<file path="src/rtl/arrow_scheduler.sv">
`default_nettype none
// ============================================================================
// Module      : arrow_scheduler
// Description : Per-beat arrow spawn sequencer with lane limit, beat gap,
//               forced spawns after empty runs and a per-song spawn count.
// Revision    : 1.0 - initial release
// ============================================================================
module arrow_scheduler #(
    parameter int TOTAL_SPAWNS = 16,
    parameter int MIN_GAP      = 1,
    parameter int MAX_LANES    = 2,
    parameter int MAX_EMPTY    = 3,
    parameter int CW           = 8
) (
    input  logic          Clock,
    input  logic          Reset,
    input  logic          start,
    input  logic          stop,
    input  logic          beat_tick,
    input  logic [3:0]    rand_press,
    input  logic          spawn_ready,
    output logic          spawn_valid,
    output logic [3:0]    spawn_lanes,
    output logic [CW-1:0] spawn_count,
    output logic          busy,
    output logic          done
);

    localparam int EW = $clog2(MAX_EMPTY + 1);
    localparam int GW = (MIN_GAP > 0) ? $clog2(MIN_GAP + 1) : 1;

    localparam logic [EW-1:0] c_max_empty = EW'(MAX_EMPTY);
    localparam logic [GW-1:0] c_min_gap   = GW'(MIN_GAP);
    localparam logic [CW-1:0] c_total     = CW'(TOTAL_SPAWNS);

    typedef enum logic [2:0] {
        S_IDLE  = 3'd0,
        S_ARMED = 3'd1,
        S_HOLD  = 3'd2,
        S_GAP   = 3'd3,
        S_DONE  = 3'd4
    } t_state;

    t_state          r_state;
    logic            r_valid;
    logic [3:0]      r_lanes;
    logic [CW-1:0]   r_count;
    logic            r_busy;
    logic            r_done;
    logic [EW-1:0]   r_empty_cnt;
    logic [1:0]      r_force_ptr;
    logic [GW-1:0]   r_gap_cnt;

    logic [3:0]      w_limited;
    logic [CW-1:0]   w_count_inc;
    logic [EW-1:0]   w_empty_inc;
    logic [GW-1:0]   w_gap_dec;

    // Keep the lowest-index pressed lanes, at most MAX_LANES of them.
    function automatic logic [3:0] limit_lanes(input logic [3:0] press);
        logic [3:0] sel;
        int         n;
        sel = '0;
        n   = 0;
        for (int i = 0; i < 4; i++) begin
            if (press[i] && (n < MAX_LANES)) begin
                sel[i] = 1'b1;
                n++;
            end
        end
        return sel;
    endfunction

    assign w_limited   = limit_lanes(rand_press);
    assign w_count_inc = r_count + CW'(1);
    assign w_empty_inc = r_empty_cnt + EW'(1);
    assign w_gap_dec   = r_gap_cnt - GW'(1);

    always_ff @(posedge Clock or negedge Reset) begin
        if (!Reset) begin
            r_state     <= S_IDLE;
            r_valid     <= 1'b0;
            r_lanes     <= '0;
            r_count     <= '0;
            r_busy      <= 1'b0;
            r_done      <= 1'b0;
            r_empty_cnt <= '0;
            r_force_ptr <= '0;
            r_gap_cnt   <= '0;
        end else if (stop) begin
            // A handshake completing on the stop edge still counts.
            if (r_state == S_HOLD && spawn_ready)
                r_count <= w_count_inc;
            r_state <= S_IDLE;
            r_valid <= 1'b0;
            r_lanes <= '0;
            r_busy  <= 1'b0;
            r_done  <= 1'b0;
        end else begin
            case (r_state)
                S_IDLE, S_DONE: begin
                    if (start) begin
                        r_state     <= S_ARMED;
                        r_busy      <= 1'b1;
                        r_done      <= 1'b0;
                        r_count     <= '0;
                        r_empty_cnt <= '0;
                        r_force_ptr <= '0;
                    end
                end
                S_ARMED: begin
                    if (beat_tick) begin
                        if (|rand_press) begin
                            r_lanes     <= w_limited;
                            r_valid     <= 1'b1;
                            r_empty_cnt <= '0;
                            r_state     <= S_HOLD;
                        end else if (w_empty_inc == c_max_empty) begin
                            r_lanes     <= 4'b0001 << r_force_ptr;
                            r_force_ptr <= r_force_ptr + 2'd1;
                            r_valid     <= 1'b1;
                            r_empty_cnt <= '0;
                            r_state     <= S_HOLD;
                        end else begin
                            r_empty_cnt <= w_empty_inc;
                        end
                    end
                end
                S_HOLD: begin
                    if (spawn_ready) begin
                        r_count <= w_count_inc;
                        r_valid <= 1'b0;
                        r_lanes <= '0;
                        if (w_count_inc == c_total) begin
                            r_state <= S_DONE;
                            r_done  <= 1'b1;
                            r_busy  <= 1'b0;
                        end else if (MIN_GAP > 0) begin
                            r_state   <= S_GAP;
                            r_gap_cnt <= c_min_gap;
                        end else begin
                            r_state <= S_ARMED;
                        end
                    end
                end
                S_GAP: begin
                    // The beat that empties the gap is consumed, not sampled.
                    if (beat_tick) begin
                        r_gap_cnt <= w_gap_dec;
                        if (w_gap_dec == '0)
                            r_state <= S_ARMED;
                    end
                end
                default: begin
                    r_state <= S_IDLE;
                    r_busy  <= 1'b0;
                    r_done  <= 1'b0;
                end
            endcase
        end
    end

    assign spawn_valid = r_valid;
    assign spawn_lanes = r_lanes;
    assign spawn_count = r_count;
    assign busy        = r_busy;
    assign done        = r_done;

endmodule
`default_nettype wire

</file>
<file path="config.mk">
export PLATFORM = sky130hd
export DESIGN_NAME = arrow_scheduler
export DESIGN_NICKNAME = d
export VERILOG_FILES = /design/src/rtl/arrow_scheduler.sv
export SDC_FILE = /design/constraint.sdc
export NUM_CORES = 1
export LEC_CHECK = 0
export ABC_AREA = 1
export BUFFER_PORTS_ARGS = -buffer_cell sky130_fd_sc_hd__buf_2
export CELL_PAD_IN_SITES_DETAIL_PLACEMENT = 1
export CELL_PAD_IN_SITES_GLOBAL_PLACEMENT = 2
export CORE_ASPECT_RATIO = 0.9
export CORE_MARGIN = 2
export CORE_UTILIZATION = 32
export DETAILED_ROUTE_END_ITERATION = 6
export PLACE_DENSITY_LB_ADDON = 0.2
export SYNTH_ARGS = -nofsm -noshare
export SYNTH_HDL_FRONTEND = slang
export SYNTH_SLANG_ARGS = --single-unit
</file>
<file path="constraint.sdc">
create_clock -name Clock -period 1.8 [get_ports Clock]
set_input_delay 0.09 -clock Clock [delete_from_list [all_inputs] [get_ports Clock]]
set_output_delay 0.09 -clock Clock [all_outputs]
set_load 0.03 [all_outputs]
</file>
# Word-level counts from Yosys, hierarchy flattened
# Index checks and enable logic that the tools add are counted.
# totals
reg_bits	23
inputBits	10
word_cells	118
# op_classes
add_sub_neg	6
n_lt_le_gt_ge	3
eq_ne	22
shifts	1
mux	57
bitwise	1
n_reduce_logical	19
# ops
op	n
32-bit by 3-bit less-than comparator with 1-bit output (second input constant)	3
32-bit by 2-bit adder with 32-bit output (second input constant)	2
32-bit 2-to-1 mux	2
8-bit 2-to-1 mux	4
3-bit 2-to-1 mux	9
1-bit 2-to-1 mux	21
4-bit 2-to-1 mux	5
8-bit one-hot mux with 2 select lines	1
4-bit AND reduction	4
3-bit != test (second input constant)	5
2-bit 2-to-1 mux	7
2-bit != test (second input constant)	7
3-bit one-hot mux with 4 select lines	1
6-bit AND reduction	2
8-bit by 1-bit adder with 8-bit output (second input constant)	1
8-bit by 5-bit equality test with 1-bit output (second input constant)	1
2-bit one-hot mux with 2 select lines	2
4-bit one-hot mux with 2 select lines	1
3-bit by 2-bit equality test with 1-bit output (second input constant)	2
1-bit one-hot mux with 3 select lines	2
3-bit nonzero test	2
5-bit AND reduction	1
2-bit by 1-bit adder with 2-bit output (second input constant)	2
1-bit logical AND	4
other kinds (14)	18

# Logic depth before layout (Yosys ltp)
# Gate-level depths: netlist (run 1).
# logic_depth
word_depth	14
ltp_mapped	11
mapped_depth_nobuf	11

# Worst setup path after synthesis (run 1)
# OpenSTA, ideal clock, no wires.
# synth_timing
path_type	register to register
from	register r_count[0], in the netlist spawn_count[0]
to	register r_busy, in the netlist busy
arrival_ps	1649
slack_ps	32
path_stages_with_launch	11
path_buffers	0
path_cell_list	dfrtp_1 > ha_1 > nand3_1 > o21ai_0 > nand2_1 > nor2_1 > nand3_1 > nand2_1 > nand2_1 > nand3_1 > nand2_1
# synth_between
elab_chain_len	4
# synth_rtl
element	line_no	text
from (decl)	47	logic [CW-1:0] r_count;
from (signal assigned)	93	r_count <= w_count_inc;
from (signal assigned)	131	r_count <= w_count_inc;
8-bit by 1-bit adder with 8-bit output	75	assign w_count_inc = r_count + CW'(1);
8-bit by 5-bit equality test with 1-bit output	134	if (w_count_inc == c_total) begin
3-bit by 2-bit != test with 1-bit output (no line)	-	
4-bit AND reduction (no line)	-	
to (signal assigned)	85	r_busy <= 1'b0;
to (signal assigned)	97	r_busy <= 1'b0;
to (signal assigned)	137	r_busy <= 1'b0;
to (decl)	48	logic r_busy;
# No other way between the ends.
# A chain may end at the register's enable or synchronous reset.

# Worst setup path after layout (run 1)
# layout_timing
from	register r_state[0]
to	register r_force_ptr[0]
# layout_between
elab_chain_len	4
# layout_rtl
element	line_no	text
from (decl)	44	t_state r_state;
from (signal assigned)	81	r_state <= S_IDLE;
from (signal assigned)	94	r_state <= S_IDLE;
from (signal assigned)	103	r_state <= S_ARMED;
3-bit equality test / 3-bit logical NOT (equally long branches)	100	case (r_state)
2-bit OR reduction	100	
2-bit != test (no line) / 2-bit nonzero test (equally long branches)	-	
6-bit AND reduction (no line)	-	
to (signal assigned)	120	r_force_ptr <= r_force_ptr + 2'd1;
to (decl)	51	logic [1:0] r_force_ptr;
# Parallel ways exist; a longest one is shown, timed or not.

==> reports/summary.md, run 1 <==
The run finished with clean final reports. For the worst setup slack before clock tree synthesis, the log shows 0.01077 ns. From synthesis to final layout, the design area changed by 24.71%. By count the netlist is led by sky130_fd_sc_hd__nand2_1, sky130_fd_sc_hd__inv_1, sky130_fd_sc_hd__dfrtp_1. The global routing usage on met3 came out at 0.02995.

The critical path goes through inv_1 -> nor2_1 -> nand2_1 -> nand2_1 -> nand3_1 -> nor2_2 -> nand3_1 -> o21ai_0. The fraction of power spent switching nets works out to 0.5051. Synthesis handed over a netlist of 196 instances. The floorplan has 23 rows.

Overall power of the completed layout: 2.758 mW. The pin count of the biggest net entering global routing is 24, and the number of antenna diodes is 0. The area share of the largest cell type after synthesis works out to 0.3853.

The dominant register cell in the synthesized netlist is sky130_fd_sc_hd__dfrtp_1. The share of the clock period used by the worst path is 0.9239, and the die footprint is 5232 µm². The level count of the clock H-tree was 1; the number of ports placed on the die boundary was 25. Yosys attributes the largest share of cell area to sky130_fd_sc_hd__dfrtp_1, sky130_fd_sc_hd__nand2_1, sky130_fd_sc_hd__ha_1.

The average vias per placed instance came out at 4.932. For the pin with the worst max-slew slack, the measured transition is 0.5437 ns. Counting tap cells, the placed design contains a total of 287 instances. The tools report the proportion of power drawn by the clock network as 0.123.

The insertion delay of the later-clocked pin in the worst-skew pair is 0.27 ns, and the total wire length is 4353 µm. Once layout is complete, the cells apart from fillers number 296. The combinational power share came out at 0.543. The worst setup path is captured at a flop.

After detailed routing, the average wire length per cell comes to 14.71 µm. Global-route wire length before repair: 7203 µm. Setup slack closes at 0.1370 ns. The number of nets still failing antenna checks after routing is 0, and the initial antenna violation count is 0.

The highest achievable clock rate is 601.3 MHz, and the final hold slack is 0.1222 ns. The arrival time reported for the critical path endpoint was 1.82 ns. The met2 demand-to-capacity share in global routing was 0.3080; the required time reported for the critical path endpoint was 1.96 ns. The final critical path time including I/O delays and setup was 1.663 ns; the residual DRC count was 0.

The first TritonRoute pass finished after 4 iterations. The critical path in this run is classified as reg -> reg. The mux share of post-synthesis cell area is 0, and the routing usage on met1 is 0.2295. The run gives 0.6239 mV as the peak ir drop on the vdd network. In this run the clock root is driven by a sky130_fd_sc_hd__clkbuf_8. The XOR/XNOR share of the synthesized area is 0.01173. The mean cell area of the mapped netlist is 7.622 µm², and the net count after synthesis is 215.

After synthesis, the largest family of logic cells by area is simple AND/OR/NAND/NOR gates. TritonCTS built the clock tree. The compound-gate portion of the synthesized area is 0.1499, and the cell-internal power is 1.365 mW.

In this run the static leakage power is 0.9159 nW. The sequential group share of total power was 0.334. The most used standard cell by instance count after synthesis was sky130_fd_sc_hd__nand2_1. The total area inside the core boundary comes to 4461 µm². Clock tree synthesis found a total of 23 sinks. The peak per-stage delay on the critical path works out to 0.44 ns.

The flop and latch count out of synthesis was 23. For this design the total switching power over the nets is 1.393 mW. The number of global-route vias before repair was 1,465; the post-synthesis async set-or-reset flop share was 1.000. The count of cell types in the netlist is 28, and the iteration-0 DRC count of the detailed router is 59. The class of the tightest hold or removal check was in -> reg. Critical-path cell with the highest stage delay: sky130_fd_sc_hd__dfrtp_2. Dominant cell type by area after synthesis: sky130_fd_sc_hd__dfrtp_1. Yosys printed 0 warnings. The synthesized cell area was 1494 µm²; the power density normalized to cell area was 1480 nW/µm². The final hold violation count is 0. The combined global-route utilization of all metal layers is 0.1759. Final RePlAce weighted congestion: 0.8529. The sequential share of the synthesized area is 0.3853.

The worst slew margin relative to its limit is 0.6376, and the count of vias placed by the detailed router is 1,460. Detailed placement ended at an HPWL of 3439 µm. No sink is reached through more buffers than the 2 on the longest clock path. The total overflow reported by the global router was 0; the maximum clock skew at final layout was 0.01571 ns. The category of the worst setup path launch point is a flop. The post-synthesis share of cell area spent on and, or, nand and nor gates was 0.3032; the biggest fanout along the worst timing path was 5. The global routing stage identified its most utilized layer as met2. The count of input and output buffers is 24. Number of flops mapped to enable cells by yosys: 0.

The floorplan step set the die height to 68.82 µm. Max-cap violations in this run came to 0. In the final design database the tool counted 254 nets. The die is 76.02 µm wide.

Initial core utilization: 0.3349. The logs give 0 for the max-slew violation total from the final report and 0 for the count of endpoints failing setup in the final report. The fraction of layout instances using a drive strength above 1 came out at 0.2778. The fraction of the mapped netlist area in adder cells came out at 0.07538. Clock-pin slew was measured on the worst setup and hold paths at 0.10 ns. TritonCTS created 3 clock buffers.
-- layout by cell type, fill, tap and decap left out, types with 8 or more instances in the layout --
cell type / instances
sky130_fd_sc_hd__buf_2: 24
sky130_fd_sc_hd__buf_4: 9
sky130_fd_sc_hd__dfrtp_1: 19
sky130_fd_sc_hd__ha_1: 8
sky130_fd_sc_hd__inv_1: 26
sky130_fd_sc_hd__nand2_1: 42
sky130_fd_sc_hd__nand3_1: 18
sky130_fd_sc_hd__nor2_1: 15
sky130_fd_sc_hd__o21ai_0: 12
sky130_fd_sc_hd__o21ai_1: 8
-- worst max-delay path, delay by kind of cell (launching register included) --
family / cells / cell delay (ns)
buf+inv: 1 / 0.07
simple gates: 6 / 0.92
compound gates: 1 / 0.12
flops: 1 / 0.44
-- metrics by stage --
| stage | TNS (ns) | area, µm² | utilization |
|---|---|---|---|
| after floorplan | 0 | 1494 | - |
| after global placement | 0 | 1729 | 0.3877 |
| after detailed placement | 0 | 1729 | 0.3877 |
| after CTS | 0 | 1798 | 0.4031 |
| after global routing | -0.001407 | 1863 | 0.4177 |
| final | 0 | 1863 | 0.4177 |
-- power by group through the flow --
stage               clock network [mW]  logic, mW  registers (mW)
CTS                              0.351       1.43           0.905
global placement                     0       1.36           0.892
global route                     0.384       1.66           0.952
detailed placement                   0       1.41           0.910
finish                           0.340       1.50           0.921
floorplan                            0      0.738            1.12
-- cell families after synthesis --
kind of cell / after synthesis
xor+xnor: 2
flops: 23
buf+inv: 29
compound gates: 36
simple gates: 97
fa+ha+maj: 9
-- sequential cells by signal (all words and copies together), names as in the netlist, 2 cells and up --
register,cells
spawn_count,8
spawn_lanes,4
r_state,3
r_empty_cnt,2
r_force_ptr,2
-- routing by layer --
| layer | vias to the layer above | part of all wire |
|---|---|---|
| li1 | 726 | - |
| met2 | 25 | 0.48 |
| met5 | - | 0 |
| met1 | 707 | 0.49 |
| met4 | 0 | 0.0032 |
| met3 | 2 | 0.028 |
-- layout make-up --
cell class | instances | area [µm²]
clock inverters | 1 | 7.507
inverters | 29 | 111.4
clock buffers | 3 | 41.29
repair buffers | 34 | 197.7
well taps | 62 | 77.57
multi-input cells | 144 | 847.1
flip-flops and latches | 23 | 580.6
fillers | 551 | 2597
-- final timing paths --
path                        startpoint              to  slack, ns  cells after the start
max in group asynchronous        Reset  spawn_count[2]       1.08                      2
min                        spawn_ready  spawn_count[0]       0.12                      3
min in group asynchronous        Reset  spawn_count[7]       0.32                      2
max reg2reg                 r_state[0]  r_force_ptr[0]       0.14                      8
min reg2reg                  r_gap_cnt       r_gap_cnt       0.51                      2
max                         r_state[0]  r_force_ptr[0]       0.14                      8
-- repair_timing --
action | 4_1_cts | 5_1_grt
setup endpoints to repair | 1 | 16
setup buffers | 0 | 4
gates resized for setup | 2 | 12
pin swaps | 0 | 3
hold buffers | 1 | 0
endpoints found under the hold margin | 23 | 0
No activity file was read; power rests on OpenSTA's default activity.
==> run 2, diff against run 1 <==
==> constraint.sdc (replaced) <==
create_clock -name Clock -period 1.8 [get_ports Clock]
set_input_delay 0.18 -clock Clock [delete_from_list [all_inputs] [get_ports Clock]]
set_output_delay 0.18 -clock Clock [all_outputs]
set_load 0.03 [all_outputs]
==> run 2 against run 1 <==
  * Fmax is essentially flat
  * Global-route usage shrank 0.65 points
  * Non-clock buffer count is the same
  * Die area is the same
  * Setup slack gained 0.00095 ns
  * Utilization shrank 0.17 points
  * Wire length shrank 3.9%
  * Clock-buffer cell count is the same
  * Clock power is essentially flat
  * Cell count is the same
  * Sequential cell count is the same
==> reports/summary.md, run 2 (same netlist as run 1, synthesis figures left out) <==
The flow ran to the end, and the final reports show no timing, DRC or antenna violations. The run gives 296 (unchanged) as the final standard cell count with taps included and fillers excluded. The initial core utilization came out at 0.3349 (unchanged).

The category of the worst setup path launch point is a flop. The share of the clock period used by the worst path works out to 0.9233 (about the same). The worst setup slack before clock tree synthesis is 0.03537 ns (+0.02460 ns).

The leakage power is 0.9150 nW (-0.10%), and the growth of design area from synthesis to finish is 24.20%. The tools report the highest achievable clock rate as 601.7 MHz (about the same). The fraction of layout instances using a drive strength above 1 works out to 0.2778 (unchanged). The count of endpoints failing setup in the final report came out at 0 (unchanged). The max-slew violation total from the final report is 0 (unchanged). The run gives 6996 µm (-2.9%) as the global-route wire length before repair. The count of vias placed by the detailed router was 1,444 (-1.1%). The final critical path time including I/O delays and setup was 1.662 ns (-0.0009480 ns). The count of input and output buffers is 24 (unchanged). The fraction of power spent switching nets came out at 0.5036 (-0.001508).

The power density normalized to cell area was 1470 nW/µm² (-0.71%). The root buffer selected by CTS is sky130_fd_sc_hd__clkbuf_8. The combined global-route utilization of all metal layers was 0.1693 (-0.006532); the required time reported for the critical path endpoint was 1.97 ns (about the same). The die extent in y was 68.82 µm (unchanged); the sequential group share of total power was 0.335 (about the same).

The number of buffers created by CTS was 3 (unchanged). The clock-pin transition on the worst setup and hold timing paths works out to 0.10 ns (about the same). Sum of negative setup slack: 0 ns (unchanged).

Switching power total: 1.374 mW (-1.4%). The worst slew margin relative to its limit is 0.6361 (-0.001441), and the level count of the clock H-tree is 1 (unchanged). The number of nets still failing antenna checks after routing was 0 (unchanged); the horizontal die dimension was 76.02 µm (unchanged).

The proportion of power drawn by the clock network was 0.125 (+0.002). The run gives 0.6824 mV (+9.4%) as the peak ir drop on the vdd network. The tools report the number of antenna diodes as 0 (unchanged). The reported max-cap violation count was 0 (unchanged); the final hold slack was 0.2215 ns (+0.09930 ns). For the worst path setup slack after routing, the log shows 0.1380 ns (+0.0009480 ns). The total wire length is 4183 µm (-3.9%), and the buffer depth of the longest clock path is 2 (unchanged).

The cell count after placement was 285 (-0.70%). TritonCTS built the clock tree. The average vias per placed instance was 4.878 (-1.1%); the maximum clock skew at final layout was 0.007357 ns (-0.008355 ns). For the iteration-0 DRC count of the detailed router, the log shows 27 (-54%). The combinational power share is 0.540 (-0.003). The final RePlAce weighted congestion was 0.8289 (-2.8%); the number of ports placed on the die boundary was 25 (unchanged). The transition time of the tightest slew-check pin came out at 0.5458 ns (+0.002161 ns). The routed length per placed instance was 14.13 µm (-3.9%). The number of flip-flops under the largest register name is 8 (unchanged).

The top cell types in the final layout, fill and taps aside, are sky130_fd_sc_hd__nand2_1, sky130_fd_sc_hd__inv_1, sky130_fd_sc_hd__buf_2. The overall power of the completed layout came out at 2.727 mW (-1.1%). The tools report the HPWL after detailed placement as 3220 µm (-6.3%). The run gives 24 (unchanged) as the pin count of the biggest net entering global routing.

The tools report the cell-internal power as 1.354 mW (-0.81%). The run gives 1,470 (+0.34%) as the number of global-route vias before repair. The critical path is of the reg -> reg type. Number of nets at the end of the flow: 254 (unchanged). The arrival time reported for the critical path endpoint came out at 1.83 ns (about the same).

The tools report the clock sink count as 23 (unchanged). The logs give 23 (unchanged) for the number of rows created at floorplan and 0 (unchanged) for the total overflow reported by the global router. The insertion delay of the later-clocked pin in the worst-skew pair was 0.27 ns (about the same). The die footprint came out at 5232 µm² (unchanged).

The tools report the initial antenna violation count as 0 (unchanged). The final hold violation count was 0 (unchanged). For the number of detailed-route iterations in the first pass, the log shows 4 (unchanged).

The tools report the core area as 4461 µm² (unchanged). Leading cell type in the layout, fill and taps excluded: sky130_fd_sc_hd__nand2_1. The biggest fanout along the worst timing path was 4 (-1).

The residual DRC count was 0 (unchanged). The path class of the tightest hold or removal check is in -> reg. The tools report the type of destination of the critical path as a flop.
## run 2: cell counts in the layout (fill, tap and decap cells not counted)
Identical to the previous run, type by type.
## run 2: layout make-up
class | count | area (µm²)
clock inverters | 1 | 7.507
repair buffers | 34 | 197.7
clock buffers | 3 | 41.29
fillers | 578 | 2605
well taps | 62 | 77.57
multi-input cells | 144 | 839.6
flip-flops and latches | 23 | 580.6
inverters | 29 | 111.4
## run 2: layer usage
layer | track usage | wire [µm]
met2 | 0.2946 | 1973
met5 | 0 | 0
met3 | 0.02344 | 99
met4 | 0.04773 | 23
met1 | 0.2257 | 2087
## run 2: path summary, 6_finish.rpt
| check | slack (ns) | from | cells after the start | to |
|---|---|---|---|---|
| hold / removal | 0.22 | spawn_ready | 3 | spawn_count[0] |
| setup / recovery | 0.14 | spawn_count[1] | 9 | done |
| hold reg to reg | 0.49 | r_gap_cnt | 2 | r_gap_cnt |
| setup reg to reg | 0.14 | spawn_count[1] | 9 | done |
| min in group asynchronous | 0.42 | Reset | 2 | busy |
| max in group asynchronous | 0.97 | Reset | 2 | spawn_count[2] |
## run 2: repair_timing
action	in CTS	in global routing
endpoints found under the hold margin	23	0
setup buffers	0	6
endpoints found under the setup margin	0	15
hold buffers	1	0
resized for setup	0	14
## run 2: power by group through the flow
| stage | registers, mW | clock network [mW] | logic (mW) |
|---|---|---|---|
| after global placement | 0.898 | 0 | 1.33 |
| after floorplan | 1.12 | 0 | 0.738 |
| after detailed placement | 0.912 | 0 | 1.36 |
| final | 0.912 | 0.342 | 1.47 |
| after global routing | 0.949 | 0.391 | 1.65 |
| after CTS | 0.904 | 0.356 | 1.37 |
## run 2: critical path: stages, from the launching register on
cell and delay (ns):
sky130_fd_sc_hd__dfrtp_2 0.44, sky130_fd_sc_hd__ha_2 0.21, sky130_fd_sc_hd__xnor2_2 0.20, sky130_fd_sc_hd__nand3_1 0.11, sky130_fd_sc_hd__nor2_2 0.16, sky130_fd_sc_hd__nand3_1 0.10
sky130_fd_sc_hd__nand2_2 0.10, sky130_fd_sc_hd__nand2_1 0.08, sky130_fd_sc_hd__nand3_1 0.10, sky130_fd_sc_hd__nand2_1 0.05
## run 2: through the flow
| step | area, µm² | utilization |
|---|---|---|
| floorplan | 1494 | - |
| CTS | 1773 | 0.3975 |
| detailed placement | 1714 | 0.3843 |
| finish | 1856 | 0.4160 |
| global route | 1856 | 0.4160 |
| global placement | 1714 | 0.3843 |
